File: src/rtl/matmul_addr_seq_pkg.sv
// Shared definitions for the matmul read-address sequencer: FSM states,
// chunks-per-dot-product helper and the input RAM read latency.
package matmul_pkg;

  typedef enum logic [1:0] {
    IDLE  = 2'd0,
    RUN   = 2'd1,
    DRAIN = 2'd2,
    DONE  = 2'd3
  } state_t;

  localparam int RAM_RD_LATENCY = 1;

  function automatic int calc_nk(input int inner_dim, input int chunk_size);
    calc_nk = inner_dim / chunk_size;
  endfunction

endpackage

File: src/rtl/matmul_addr_seq_if.sv
// Handshake/sideband bundle between the sequencer (master) and the
// controller/MAC side (slave).
interface matmul_addr_seq_if #(
  parameter int WIDTH = 16
);

  logic             start;
  logic             stall;
  logic [WIDTH-1:0] counter_A;
  logic [WIDTH-1:0] counter_B;
  logic             data_valid;
  logic             k_first;
  logic             k_last;
  logic [WIDTH-1:0] out_row;
  logic [WIDTH-1:0] out_col;
  logic             busy;
  logic             done;

  modport master (
    input  start, stall,
    output counter_A, counter_B, data_valid, k_first, k_last,
           out_row, out_col, busy, done
  );

  modport slave (
    output start, stall,
    input  counter_A, counter_B, data_valid, k_first, k_last,
           out_row, out_col, busy, done
  );

endinterface

File: src/rtl/matmul_addr_seq_idx_counter.sv
// Nested i/j/k loop counter (k innermost) with enable, synchronous clear,
// k-wrap flag and a flag marking the final (OUTER-1, OUTER-1, NK-1) triple.
module matmul_idx_counter #(
  parameter int WIDTH = 16,
  parameter int OUTER = 6,
  parameter int NK    = 1
) (
  input  logic             clk,
  input  logic             rst,
  input  logic             clr,
  input  logic             en,
  output logic [WIDTH-1:0] i,
  output logic [WIDTH-1:0] j,
  output logic [WIDTH-1:0] k,
  output logic             k_wrap,
  output logic             last
);

  localparam logic [WIDTH-1:0] K_MAX = WIDTH'(NK - 1);
  localparam logic [WIDTH-1:0] O_MAX = WIDTH'(OUTER - 1);
  localparam logic [WIDTH-1:0] ONE   = WIDTH'(1);

  logic j_wrap_s;

  assign k_wrap   = (k == K_MAX);
  assign j_wrap_s = k_wrap && (j == O_MAX);
  assign last     = j_wrap_s && (i == O_MAX);

  // Index registers: k steps every enable, j on k wrap, i on j wrap.
  always_ff @(posedge clk or posedge rst) begin
    if (rst) begin
      i <= '0;
      j <= '0;
      k <= '0;
    end else if (clr) begin
      i <= '0;
      j <= '0;
      k <= '0;
    end else if (en) begin
      if (k_wrap) begin
        k <= '0;
        if (j_wrap_s) begin
          j <= '0;
          i <= last ? '0 : i + ONE;
        end else begin
          j <= j + ONE;
        end
      end else begin
        k <= k + ONE;
      end
    end
  end

endmodule

File: src/rtl/matmul_addr_seq.sv
// Read-address sequencer feeding the dual-port input RAM; sideband is delayed
// to align with RAM read data. Optional stall counter: MATMUL_ADDR_SEQ_STALL_CNT_EN.
module matmul_addr_seq
  import matmul_pkg::*;
#(
  parameter int WIDTH           = 16,
  parameter int CHUNK_SIZE      = 4,
  parameter int INNER_DIMENSION = 4,
  parameter int OUTER_DIMENSION = 6
) (
  input  logic              clk,
  input  logic              rst,
  matmul_addr_seq_if.master bus
`ifdef MATMUL_ADDR_SEQ_STALL_CNT_EN
  ,
  output logic [31:0]       stall_cycles
`endif
);

  localparam int NK        = calc_nk(INNER_DIMENSION, CHUNK_SIZE);
  localparam int SB_STAGES = 1 + RAM_RD_LATENCY;
  localparam logic [WIDTH-1:0] NK_W = WIDTH'(NK);

  state_t               state_r, state_s;
  logic                 issue_s, start_ok_s, k_wrap_s, last_s;
  logic [WIDTH-1:0]     i_s, j_s, k_s;
  logic [WIDTH-1:0]     counter_a_r, counter_b_r;
  logic [SB_STAGES-1:0] sb_valid_r, sb_first_r, sb_last_r;
  logic [WIDTH-1:0]     sb_row_r [SB_STAGES];
  logic [WIDTH-1:0]     sb_col_r [SB_STAGES];
  logic                 busy_r, done_r;

  assign start_ok_s = (state_r == IDLE) && bus.start;
  assign issue_s    = (state_r == RUN) && !bus.stall;

  matmul_idx_counter #(
    .WIDTH (WIDTH),
    .OUTER (OUTER_DIMENSION),
    .NK    (NK)
  ) u_idx (
    .clk    (clk),
    .rst    (rst),
    .clr    (start_ok_s),
    .en     (issue_s),
    .i      (i_s),
    .j      (j_s),
    .k      (k_s),
    .k_wrap (k_wrap_s),
    .last   (last_s)
  );

  // FSM state register.
  always_ff @(posedge clk or posedge rst) begin
    if (rst) state_r <= IDLE;
    else     state_r <= state_s;
  end

  // Next state; DRAIN holds until the sideband pipe has emptied.
  always_comb begin
    state_s = state_r;
    case (state_r)
      IDLE:    if (start_ok_s) state_s = RUN; else state_s = IDLE;
      RUN:     if (issue_s && last_s) state_s = DRAIN; else state_s = RUN;
      DRAIN:   if (sb_valid_r == '0) state_s = DONE; else state_s = DRAIN;
      DONE:    state_s = IDLE;
      default: state_s = IDLE;
    endcase
  end

  // Registered status derived from the upcoming state.
  always_ff @(posedge clk or posedge rst) begin
    if (rst) begin
      busy_r <= 1'b0;
      done_r <= 1'b0;
    end else begin
      busy_r <= (state_s == RUN) || (state_s == DRAIN);
      done_r <= (state_s == DONE);
    end
  end

  // RAM addresses move only on issue, so a stall re-reads the same words.
  always_ff @(posedge clk or posedge rst) begin
    if (rst) begin
      counter_a_r <= '0;
      counter_b_r <= '0;
    end else if (issue_s) begin
      counter_a_r <= i_s * NK_W + k_s;
      counter_b_r <= j_s * NK_W + k_s;
    end
  end

  // Sideband delay line: stage 0 tracks the address register, the last stage the RAM output.
  always_ff @(posedge clk or posedge rst) begin
    if (rst) begin
      sb_valid_r <= '0;
      sb_first_r <= '0;
      sb_last_r  <= '0;
      for (int s = 0; s < SB_STAGES; s++) begin
        sb_row_r[s] <= '0;
        sb_col_r[s] <= '0;
      end
    end else begin
      sb_valid_r  <= {sb_valid_r[SB_STAGES-2:0], issue_s};
      sb_first_r  <= {sb_first_r[SB_STAGES-2:0], (k_s == '0)};
      sb_last_r   <= {sb_last_r[SB_STAGES-2:0], k_wrap_s};
      sb_row_r[0] <= i_s;
      sb_col_r[0] <= j_s;
      for (int s = 1; s < SB_STAGES; s++) begin
        sb_row_r[s] <= sb_row_r[s-1];
        sb_col_r[s] <= sb_col_r[s-1];
      end
    end
  end

  assign bus.counter_A  = counter_a_r;
  assign bus.counter_B  = counter_b_r;
  assign bus.data_valid = sb_valid_r[SB_STAGES-1];
  assign bus.k_first    = sb_first_r[SB_STAGES-1];
  assign bus.k_last     = sb_last_r[SB_STAGES-1];
  assign bus.out_row    = sb_row_r[SB_STAGES-1];
  assign bus.out_col    = sb_col_r[SB_STAGES-1];
  assign bus.busy       = busy_r;
  assign bus.done       = done_r;

`ifdef MATMUL_ADDR_SEQ_STALL_CNT_EN
  logic [31:0] stall_cnt_r;

  // Saturating count of RUN cycles spent stalled; cleared by an accepted start.
  always_ff @(posedge clk or posedge rst) begin
    if (rst) begin
      stall_cnt_r <= 32'd0;
    end else if (start_ok_s) begin
      stall_cnt_r <= 32'd0;
    end else if ((state_r == RUN) && bus.stall && (stall_cnt_r != 32'hFFFF_FFFF)) begin
      stall_cnt_r <= stall_cnt_r + 32'd1;
    end
  end

  assign stall_cycles = stall_cnt_r;
`endif

endmodule

File: src/flat_wrapper.sv
// flat-port wrapper written by rule: the top's interface ports become plain ports
module matmul_addr_seq_flat import matmul_pkg::*;
#(
  parameter int WIDTH           = 16,
  parameter int CHUNK_SIZE      = 4,
  parameter int INNER_DIMENSION = 4,
  parameter int OUTER_DIMENSION = 6
)
  (clk, rst, bus_start, bus_stall, bus_counter_A, bus_counter_B, bus_data_valid, bus_k_first, bus_k_last, bus_out_row, bus_out_col, bus_busy, bus_done);
  matmul_addr_seq_if #(.WIDTH(WIDTH)) bus_i ();
  input  logic clk;
  input  logic rst;
  input wire logic [$bits(bus_i.start)-1:0] bus_start;
  input wire logic [$bits(bus_i.stall)-1:0] bus_stall;
  output wire logic [$bits(bus_i.counter_A)-1:0] bus_counter_A;
  output wire logic [$bits(bus_i.counter_B)-1:0] bus_counter_B;
  output wire logic [$bits(bus_i.data_valid)-1:0] bus_data_valid;
  output wire logic [$bits(bus_i.k_first)-1:0] bus_k_first;
  output wire logic [$bits(bus_i.k_last)-1:0] bus_k_last;
  output wire logic [$bits(bus_i.out_row)-1:0] bus_out_row;
  output wire logic [$bits(bus_i.out_col)-1:0] bus_out_col;
  output wire logic [$bits(bus_i.busy)-1:0] bus_busy;
  output wire logic [$bits(bus_i.done)-1:0] bus_done;
  assign bus_i.start = bus_start;
  assign bus_i.stall = bus_stall;
  assign bus_counter_A = bus_i.counter_A;
  assign bus_counter_B = bus_i.counter_B;
  assign bus_data_valid = bus_i.data_valid;
  assign bus_k_first = bus_i.k_first;
  assign bus_k_last = bus_i.k_last;
  assign bus_out_row = bus_i.out_row;
  assign bus_out_col = bus_i.out_col;
  assign bus_busy = bus_i.busy;
  assign bus_done = bus_i.done;
  matmul_addr_seq #(.WIDTH(WIDTH), .CHUNK_SIZE(CHUNK_SIZE), .INNER_DIMENSION(INNER_DIMENSION), .OUTER_DIMENSION(OUTER_DIMENSION)) u_core (.clk(clk), .rst(rst), .bus(bus_i));
endmodule
File: config.mk
export PLATFORM = sky130hd
export DESIGN_NAME = matmul_addr_seq_flat
export DESIGN_NICKNAME = d
export VERILOG_FILES = /design/src/rtl/matmul_addr_seq_pkg.sv /design/src/rtl/matmul_addr_seq_if.sv /design/src/rtl/matmul_addr_seq_idx_counter.sv /design/src/rtl/matmul_addr_seq.sv /design/src/flat_wrapper.sv
export SDC_FILE = /design/constraint.sdc
export NUM_CORES = 1
export LEC_CHECK = 0
export CAP_MARGIN = 20
export CORE_MARGIN = 5
export CORE_UTILIZATION = 45
export DETAILED_ROUTE_END_ITERATION = 7
export PLACE_DENSITY = 0.77
export SLEW_MARGIN = 20
export SYNTH_ARGS = -nofsm -noshare
export SYNTH_HDL_FRONTEND = slang
export SYNTH_HIERARCHICAL = 1
export SYNTH_SLANG_ARGS = --single-unit
File: constraint.sdc
create_clock -name clk -period 3.51 [get_ports clk]
set_clock_uncertainty 0.15 [all_clocks]
set_input_delay 0.5265 -clock clk [delete_from_list [all_inputs] [get_ports clk]]
set_output_delay 0.5265 -clock clk [all_outputs]
set_load 0.01 [all_outputs]
==> metrics.md <==
| Metric | Value |
|---|---|
| Worst Tran Pin Value | 0.808 ns |
| Syn-to-layout area delta | 16.8% |
| Tot GR Track Use | between 10% and 20% |
| Crit Path Class | reg -> reg |
| Die area | 19800 um^2 |
| Peak Freq | approximately 340 MHz |
| Dpl hpwl | 11900 um |
| WP data arrival | 3.07 ns |
| Placer Congestion | 0.923 |
| Synth Cell Area | 7690 um^2 |
| 1st-iter DRT viols | 610 |
| Via Count | 5854 |
| Leakage power | 4.02 nW |
| Num rows | 47 |
| Die width | 141 um |
| Peak fanout along the critical path | 9 |
| Cell repeated most along the worst path | ha_1 |
| Worst setup endpoint | u_core/bus.busy$_DFF_PP0_ |
| Pwr Total | around 4.3 mW |
| Worst Setup SP | u_core/u_idx/j[1]$_DFFE_PP0P_ |
| Vias/cell | 5.72 |
| Final Setup Violations | 0 |
| Yosys reg bits | 154 |
| Cell Chain, Critical Path | inv_1, ha_1, nor4b_2, nand4_4, nor2_1, and2_1, nor2b_1, nand3_1, o21ai_0, ha_1 |
| MaxCap Viol Count | 0 |
| DRC viols | 0 |
| Register area share after synthesis | 50.1% |
| Worst skew pair latency | 0.42 ns |
| Worst vdd ir | 0.000390 V |
| Cts repair resizes | 0 |
| CTS tree | yes |
| Final period util | 83.0% |
| First-pass GRT wire length | roughly 29000 um |
| FFs w/ async S/R, synth | 100% |
| Critical path launch point type | register |
| Reg2reg path depth | 10 |
| Port-buffer cells | 72 |
| Initial Util | 46.1% |
| H-tree depth | 4 |
| Worst Setup End Kind | register |
| Worst path slowest cell | dfrtp_1 |
| Clock buffer depth | 2 |
| Number of fill cells | 1491 |
| Synth Area per Inst | 10.3 um^2 |
| Top cells by area, synth | dfrtp_1 (50%), ha_1 (6.0%), nand2_1 (3.8%) |
| Final TNS setup | 0 ns |
| R2r setup slk | 0.60 ns |
| Largest net degree at the start of global routing | 57 |
| Proportion of layout cells with a drive suffix above 1 | 7.47% |
| IO Count | 73 |
| Power per cell area | 476 nW/um^2 |
| Reg clk slew, reported paths | 0.06 ns |
| Post-Syn Nets | 787 |
| Fin nets | 833 |
| Synth cell count leaders | dfrtp_1 (154), nand2_1 (77), nor2_1 (47) |
| Core area | 16700 um^2 |
| Cells after synthesis | between 700 and 800 |
| Root Buffer | clkbuf_16 |
| CTS Hold Bufs | 0 |
| RSZ-0062 raised after global routing | no |
| Crit-path max cell delay | between 0.5 and 0.6 ns |
| Total gr overflow | 0 |
| TritonCTS Buffers | 17 |
| Max Slew Vio Count | 0 |
| Final Hold Fails | 0 |
| Setup Buffers After CTS | 0 |
| Critical Path RT | about 3.7 ns |
| Worst r2r src | u_core/u_idx/j[1]$_DFFE_PP0P_ |
| WL/cell | around 17 um |
| Worst Hold Class | reg -> reg |
| Post-synth top area cell | dfrtp_1 |
| Clk sinks | roughly 150 |
| DRT antenna net count | 0 |
| Status | finished, final reports clean |
| Top-count cell post-synth | dfrtp_1 |
| Worst r2r dst | u_core/bus.busy$_DFF_PP0_ |
| Netlist cell types | 73 |
| Rel. slew slack | 45.9% |
| Vias in the first global route | 5636 |
| Diodes inserted | 0 |
| Initial antenna violation count | 0 |
| Routed WL | between 15000 and 20000 um |
| Main synth FF type | dfrtp_1 |
| Ys Warns | 6 |
| Yosys top cell area share | 50.1% |
| Number of iterations in the first detailed-routing pass | 5 |
| Post-layout min period | 2.91 ns |
| EDFF count, synth | 0 |
| Die Y | 141 um |
-- worst min path at each step --
stage	from	end	slack, ns	depth (start not counted)
6_report	u_core/sb_col_r[16]$_DFF_PP0_	u_core/bus.out_col[0]$_DFF_PP0_	0.20	0
2_1_floorplan	u_core/sb_col_r[16]$_DFF_PP0_	u_core/bus.out_col[0]$_DFF_PP0_	0.18	0
5_1_grt	u_core/sb_row_r[25]$_DFF_PP0_	u_core/bus.out_row[9]$_DFF_PP0_	0.20	0
4_1_cts	u_core/sb_col_r[16]$_DFF_PP0_	u_core/bus.out_col[0]$_DFF_PP0_	0.20	0
3_5_place_dp	u_core/sb_col_r[26]$_DFF_PP0_	u_core/bus.out_col[10]$_DFF_PP0_	0.18	0
3_3_place_gp	u_core/sb_row_r[25]$_DFF_PP0_	u_core/bus.out_row[9]$_DFF_PP0_	0.18	0
-- stage by stage --
step | instance area, um^2 | util [%] | hold WS, ns | cells | worst slack, ns
global placement | 8430 | 50.4 | 0.183 | 991 | 0.362
global route | 8980 | 53.8 | 0.202 | 1023 | 0.382
floorplan | 7690 | - | 0.181 | 744 | 0.0446
detailed placement | 8430 | 50.4 | 0.185 | 991 | 0.296
finish | 8980 | 53.8 | 0.197 | 1023 | 0.595
CTS | 8980 | 53.8 | 0.197 | 1023 | 0.645
-- report_power, final --
part | internal [mW] | switching (mW)
sequential | 1.90 | 0.130
combinational | 0.234 | 0.281
clock | 0.960 | 0.768
-- cell families (layout without fill, tap and decap cells) --
group / Yosys count / count (layout) / synth area share, %
AOI/OAI and AO/OA: 172 / 172 / 15.0
xor gates and xnor gates: 35 / 35 / 3.99
adders and majority gates: 39 / 39 / 6.54
buffers and inverters: 83 / 142 / 6.04
DFF: 154 / 154 / 50.1
muxes: 3 / 3 / 0.390
and+or+nand+nor: 258 / 258 / 17.9
-- critical path, delay by kind of cell, from the launching register on --
family | cells | cell delay [ns]
AO/OA/AOI/OAI | 1 | 0.13
AND/OR/NAND/NOR | 6 | 1.43
adder cells (fa/ha/maj) | 2 | 0.44
buffers and inverters | 1 | 0.13
flip-flops | 1 | 0.51
-- layout by cell type (no fill, tap or decap), types with 12 or more instances in the layout --
cell / synthesis / layout
a21oi_1: 36 / 36
o21ai_0: 42 / 42
nand2_1: 77 / 77
nor4_1: 12 / 12
clkdlybuf4s50_1: 0 / 72
nor2_1: 47 / 47
dfrtp_1: 154 / 154
inv_1: 25 / 23
nand3_1: 33 / 33
xor2_1: 24 / 24
ha_1: 37 / 37
nand4_1: 14 / 14
clkbuf_16: 0 / 17
-- cell type report --
| type | instances | area (um^2) | share of cell area, % |
|---|---|---|---|
| timing repair buffer | 84 | 823 | 9.16 |
| clock buffer | 19 | 453 | 5.04 |
| tap | 220 | 275 | 3.06 |
| inverter | 26 | 100 | 1.11 |
| sequential | 154 | 3850 | 42.9 |
| multi-input combinational | 507 | 3370 | 37.5 |
| clock inverter | 13 | 105 | 1.17 |
-- registers in the layout, summed over array words and instances, names as in the netlist, 16 cells and up --
register and flops:
u_core/u_idx/k 16, u_core/u_idx/j 16, u_core/u_idx/i 16, u_core/bus.counter_A 16, u_core/bus.out_col 16, u_core/bus.counter_B 16, u_core/sb_row_r 16, u_core/bus.out_row 16
u_core/sb_col_r 16
-- layer usage --
metal,track usage [%],vias to the layer above,wire [um]
met5,0,-,0
met1,25.5,2805,7820
met2,25.4,249,7420
li1,-,2771,-
met4,6.73,0,336
met3,5.05,29,1380
Note: power is estimated with default switching activity, not from simulation.
